===== config.mk =====
export PLATFORM = sky130hd
export DESIGN_NAME = alu_arbiter
export DESIGN_NICKNAME = d
export VERILOG_FILES = /design/src/rtl/alu_arbiter.sv
export SDC_FILE = /design/constraint.sdc
export NUM_CORES = 1
export LEC_CHECK = 0
export CAP_MARGIN = 25
export CORE_AREA = 5 5 137 100
export DETAILED_ROUTE_END_ITERATION = 8
export DIE_AREA = 0 0 142 105
export PLACE_DENSITY = 0.85
export SYNTH_ARGS = -nofsm -noshare
export SYNTH_HDL_FRONTEND = slang
export SYNTH_SLANG_ARGS = --single-unit
export TNS_END_PERCENT = 10

===== constraint.sdc =====
create_clock -name clk -period 2.7 [get_ports clk]
set_input_delay 0.54 -clock clk [delete_from_list [all_inputs] [get_ports clk]]
set_output_delay 0.54 -clock clk [all_outputs]
set_load 0.05 [all_outputs]

===== src/rtl/alu_arbiter.sv =====
// Round-robin arbiter sharing one combinational ALU between two valid/ready requesters.
// Optional macro ALU_OPCODE_CHECK_EN: opcodes above 4'b1010 are blocked and answered with rsp_err=1.
module alu_arbiter #(
  parameter int DATA_W = 32,
  parameter int CNT_W  = 16
) (
  input  logic              clk,
  input  logic              rst,
  input  logic [1:0]        req_valid,
  output logic [1:0]        req_ready,
  input  logic [DATA_W-1:0] req0_a,
  input  logic [DATA_W-1:0] req0_b,
  input  logic [3:0]        req0_op,
  input  logic [DATA_W-1:0] req1_a,
  input  logic [DATA_W-1:0] req1_b,
  input  logic [3:0]        req1_op,
  output logic [1:0]        rsp_valid,
  input  logic [1:0]        rsp_ready,
  output logic [DATA_W-1:0] rsp_result,
  output logic              rsp_zero,
  output logic              rsp_carry,
  output logic              rsp_err,
  output logic [DATA_W-1:0] alu_a,
  output logic [DATA_W-1:0] alu_b,
  output logic [3:0]        alu_opcode,
  input  logic [DATA_W-1:0] alu_result,
  input  logic              alu_zero,
  input  logic              alu_carry,
  output logic              busy,
  output logic [CNT_W-1:0]  ops_done
);

  typedef enum logic [1:0] {IDLE, EXEC, RESP} state_t;

  state_t             r_state;
  state_t             w_nextState;
  logic               r_lastGrant;
  logic               r_grant;
  logic               w_grant;
  logic               w_accept;
  logic               w_rspDone;
  logic [DATA_W-1:0]  w_selA;
  logic [DATA_W-1:0]  w_selB;
  logic [3:0]         w_selOp;
  logic [DATA_W-1:0]  r_aluA;
  logic [DATA_W-1:0]  r_aluB;
  logic [3:0]         r_aluOp;
  logic [DATA_W-1:0]  r_rspResult;
  logic               r_rspZero;
  logic               r_rspCarry;
  logic [CNT_W-1:0]   r_opsDone;

  // A lone requester always wins; contention goes to whoever was not served last.
  always_comb begin
    w_grant = 1'b0;
    case (req_valid)
      2'b10:   w_grant = 1'b1;
      2'b11:   w_grant = ~r_lastGrant;
      default: w_grant = 1'b0;
    endcase
  end

  assign w_accept  = (r_state == IDLE) && (req_valid != 2'b00);
  assign w_rspDone = (r_state == RESP) && rsp_ready[r_grant];
  assign w_selA    = w_grant ? req1_a  : req0_a;
  assign w_selB    = w_grant ? req1_b  : req0_b;
  assign w_selOp   = w_grant ? req1_op : req0_op;

  always_ff @(posedge clk) begin
    if (rst) r_state <= IDLE;
    else     r_state <= w_nextState;
  end

  always_comb begin
    w_nextState = r_state;
    req_ready   = 2'b00;
    rsp_valid   = 2'b00;
    case (r_state)
      IDLE: begin
        if (req_valid != 2'b00) begin
          req_ready   = w_grant ? 2'b10 : 2'b01;
          w_nextState = EXEC;
        end
      end
      EXEC: w_nextState = RESP;
      RESP: begin
        rsp_valid = r_grant ? 2'b10 : 2'b01;
        if (rsp_ready[r_grant]) w_nextState = IDLE;
      end
      default: w_nextState = IDLE;
    endcase
  end

`ifdef ALU_OPCODE_CHECK_EN
  localparam logic [3:0] OP_MAX = 4'b1010;
  logic r_illegal;
  logic r_rspErr;
  logic w_illegal;

  assign w_illegal = (w_selOp > OP_MAX);
  assign rsp_err   = r_rspErr;

  // Illegal opcodes never reach the ALU; EXEC substitutes a fixed error response.
  always_ff @(posedge clk) begin
    if (rst) begin
      r_illegal <= 1'b0;
      r_rspErr  <= 1'b0;
    end else begin
      if (w_accept) r_illegal <= w_illegal;
      if (r_state == EXEC) r_rspErr <= r_illegal;
    end
  end
`else
  assign rsp_err = 1'b0;
`endif

  always_ff @(posedge clk) begin
    if (rst) begin
      r_lastGrant <= 1'b1;
      r_grant     <= 1'b0;
      r_aluA      <= '0;
      r_aluB      <= '0;
      r_aluOp     <= '0;
      r_rspResult <= '0;
      r_rspZero   <= 1'b0;
      r_rspCarry  <= 1'b0;
      r_opsDone   <= '0;
    end else begin
      if (w_accept) begin
        r_grant     <= w_grant;
        r_lastGrant <= w_grant;
`ifdef ALU_OPCODE_CHECK_EN
        if (!w_illegal) begin
`else
        begin
`endif
          r_aluA  <= w_selA;
          r_aluB  <= w_selB;
          r_aluOp <= w_selOp;
        end
      end
      if (r_state == EXEC) begin
`ifdef ALU_OPCODE_CHECK_EN
        if (r_illegal) begin
          r_rspResult <= '0;
          r_rspZero   <= 1'b1;
          r_rspCarry  <= 1'b0;
        end else
`endif
        begin
          r_rspResult <= alu_result;
          r_rspZero   <= alu_zero;
          r_rspCarry  <= alu_carry;
        end
      end
      if (w_rspDone && (r_opsDone != {CNT_W{1'b1}})) r_opsDone <= r_opsDone + 1'b1;
    end
  end

  assign alu_a      = r_aluA;
  assign alu_b      = r_aluB;
  assign alu_opcode = r_aluOp;
  assign rsp_result = r_rspResult;
  assign rsp_zero   = r_rspZero;
  assign rsp_carry  = r_rspCarry;
  assign ops_done   = r_opsDone;
  assign busy       = (r_state != IDLE);

endmodule

==> metrics.csv <==
stage;metric;value;unit
outcome;status;finished clean;
floorplan;die_x;142;um
timing;period_share;93.7;%
detailed_routing;drc;0;
timing;hold_slack;0.455;ns
power_and_ir_drop;power-per-cell-area;675;nW/um^2
timing;skew;0.00635;ns
layout;multi_input_area;2160;um^2
critical_path;reg2reg_slack;0.53;ns
detailed_routing;vias;5314;
clocking;cts_num_sinks;122;
floorplan;die_area;14900;um^2
layout;drive_gt1_share;5.97;%
critical_path;crit_path_start_kind;flop;
detailed_routing;vias_per_cell;5.41;
global_route;grt_antenna_before_repair;0;
synth;syn-mean-instance-area;9.02;um^2
critical_path;cp_max_fo;6;
timing;report.final.slew_viol_count;0;
placed_design;portBuffers;298;
clocking;insertion_delay;0.40;ns
worst_hold_path;hp-class;reg2reg;
floorplan;core_area;12200;um^2
synth;synthCells;530;
detailed_routing;wl_per_cell;18.8;um
critical_path;r2r_start;ops_done[1];
clocking;htreeDepth;4;
layout;regArea;2440;um^2
critical_path;path_class;reg2out;
floorplan;die_height;105;um
critical_path;startpoint;r_state[1];
timing;slew_headroom;52.9;%
critical_path;r2r-end;ops_done[15];
placed_design;place_area;7940;um^2
power_and_ir_drop;leakagePower;3.09;nW
power_and_ir_drop;irDropWorstVdd;419;uV
synth;syn_area;4780;um^2
synth;synth_seq_cells;122;
floorplan;ios;300;
timing;hold_violations;0;
timing;setup_viol;0;
timing;fin_crit;2.53;ns
layout;fillers;914;
timing;tns;0;ns
layout;area_delta_synth_final;77.6;%
timing;fmax;0.395;GHz
synth;syn_nets;707;
placed_design;dp.final_hpwl;13600;um
synth;synth_top_cell_area_share;51.1;%
critical_path;cp.required;2.16;ns
clocking;cts_buffers;17;
layout;utilization;69.8;%
clocking;postCtsSetupBuffers;0;
timing;tightest_slew;0.701;ns
clocking;cts_root_buffer;clkbuf_16;
critical_path;arrival;1.99;ns
detailed_routing;totalWireLength;18400;um
layout;stdcell_area;8490;um^2
clocking;path_clk_slew;0.06;ns
clocking;cts_tree;yes;
floorplan;start_util;39.3;%
critical_path;cp-end-kind;output port;
job;maxCapViolations;0;
synth;synth_warnings;0;
global_route;grt_max_degree;61;
clocking;clock_path_buffers;2;
layout;diodes;0;
detailed_routing;drtPass1Iterations;8;
layout;fin_nets;987;
placed_design;gp_congestion;0.858;
global_route;grt_pass1_vias;5291;
synth;synth_largest_area_cell;dfxtp_1;
global_route;grt_first_pass_wirelength;28100;um
global_route;grt_util_all_layers;23.8;%
detailed_routing;drt_iter0_markers;434;
detailed_routing;ant_nets;0;
synth;yosysSeqAreaShare;51.1;%
synth;synth_cell_types;42;
floorplan;fp-row-count;34;
critical_path;crit_path_end;rsp_valid[0];
synth;synth_area_leaders;dfxtp_1 (51%), a222oi_1 (10%), nor2_1 (6.1%), nand2_1 (5.7%), a21oi_1 (4.8%);
global_route;overflow;0;
timing;rsz0062_at_grt;false;
critical_path;rr_worst_depth;5;
[where the power goes]
part	internal (mW)	leakage (nW)	switching, mW
sequential	1.95	1.00	0.0855
combinational	0.653	1.82	0.931
clock	1.35	0.267	0.768
total	3.95	3.09	1.78
[flip-flops by register name, summed over array words and instances, names as in the netlist]
name / cells
rsp_carry: 1
alu_b: 32
alu_a: 32
r_state: 2
r_grant: 1
r_lastGrant: 1
ops_done: 16
alu_opcode: 4
rsp_zero: 1
rsp_result: 32
[what timing repair did]
item / 4_1_cts / 5_1_grt
endpoints found under the setup margin: 0 / 1
gates resized for setup: 0 / 1
hold endpoints to repair: 0 / 0
hold buffers: 0 / 0
[cells in the mapped netlist, drive strengths merged]
cell type / instances
nor3b: 1
a211o: 1
nand4b: 3
ha: 1
and2: 3
o211ai: 1
nor2: 78
and4b: 1
or4b: 1
a21oi: 46
mux2: 4
nand4: 4
o41ai: 2
inv: 3
nor3: 3
and3: 2
mux2i: 20
and4: 1
or3: 6
a222oi: 50
o21ai: 6
a31oi: 1
nand3: 5
nand2b: 5
a21boi: 1
conb: 1
o31ai: 2
nor2b: 5
nand2: 72
a211oi: 20
o21a: 1
buf: 8
or4: 4
o21bai: 1
clkbuf: 40
nor4: 5
dfxtp: 122
[layout make-up]
class / count / share of cell area [%]
repair buffers: 309 / 36.8
inverters: 3 / 0.133
multi-input cells: 357 / 25.4
clock inverters: 7 / 0.795
well taps: 162 / 2.39
flip-flops and latches: 122 / 28.8
clock buffers: 23 / 5.74
[per-stage QoR]
step	setup slack (ns)	cells	total power [mW]
6_report	0.169	983	5.74
5_1_grt	0.0566	983	5.98
4_1_cts	0.0420	983	5.78
3_5_place_dp	0.0931	953	3.65
3_3_place_gp	0.160	953	3.62
2_1_floorplan	0.315	530	2.96
[worst min path at each step]
stage	from	end	depth (start not counted)
6_report	rsp_result[14]	rsp_result[14]	2
5_1_grt	rsp_zero	rsp_zero	2
4_1_cts	rsp_result[14]	rsp_result[14]	2
3_5_place_dp	rsp_result[14]	rsp_result[14]	2
3_3_place_gp	rsp_carry	rsp_carry	2
2_1_floorplan	r_lastGrant	r_lastGrant	1
[cells by family after synthesis]
family / share of synthesized area [%]
mux: 5.13
buf+inv: 4.19
simple gates: 18.6
compound gates: 20.7
fa+ha+maj: 0.262
other cells: 0.0784
flops: 51.1
[layer usage]
metal | vias to the layer above | wire length, um | GRT usage, %
met2 | 248 | 9200 | 39.9
met4 | 0 | 491 | 9.38
met1 | 2523 | 6760 | 26.2
met3 | 29 | 1990 | 10.9
li1 | 2514 | - | -
met5 | - | 0 | 0
[worst max-delay path: stages, from the launching register on]
cell	delay [ns]
dfxtp_1	0.42
nand2b_1	0.14
nor2_1	0.20
clkdlybuf4s50_1	0.84
[cells in the final DEF (no fill, tap or decap), types with 5 or more instances in the layout]
master           instances
buf_12                   5
nand3_1                  5
a211oi_1                20
a222oi_1                50
or3_1                    6
mux2i_1                 20
nor2_1                  78
nand2b_1                 5
o21ai_0                  5
clkbuf_16               17
dfxtp_1                122
clkdlybuf4s50_1        294
nand2_1                 72
buf_4                    9
a21oi_1                 46
No activity file was read; power rests on OpenSTA's default activity.
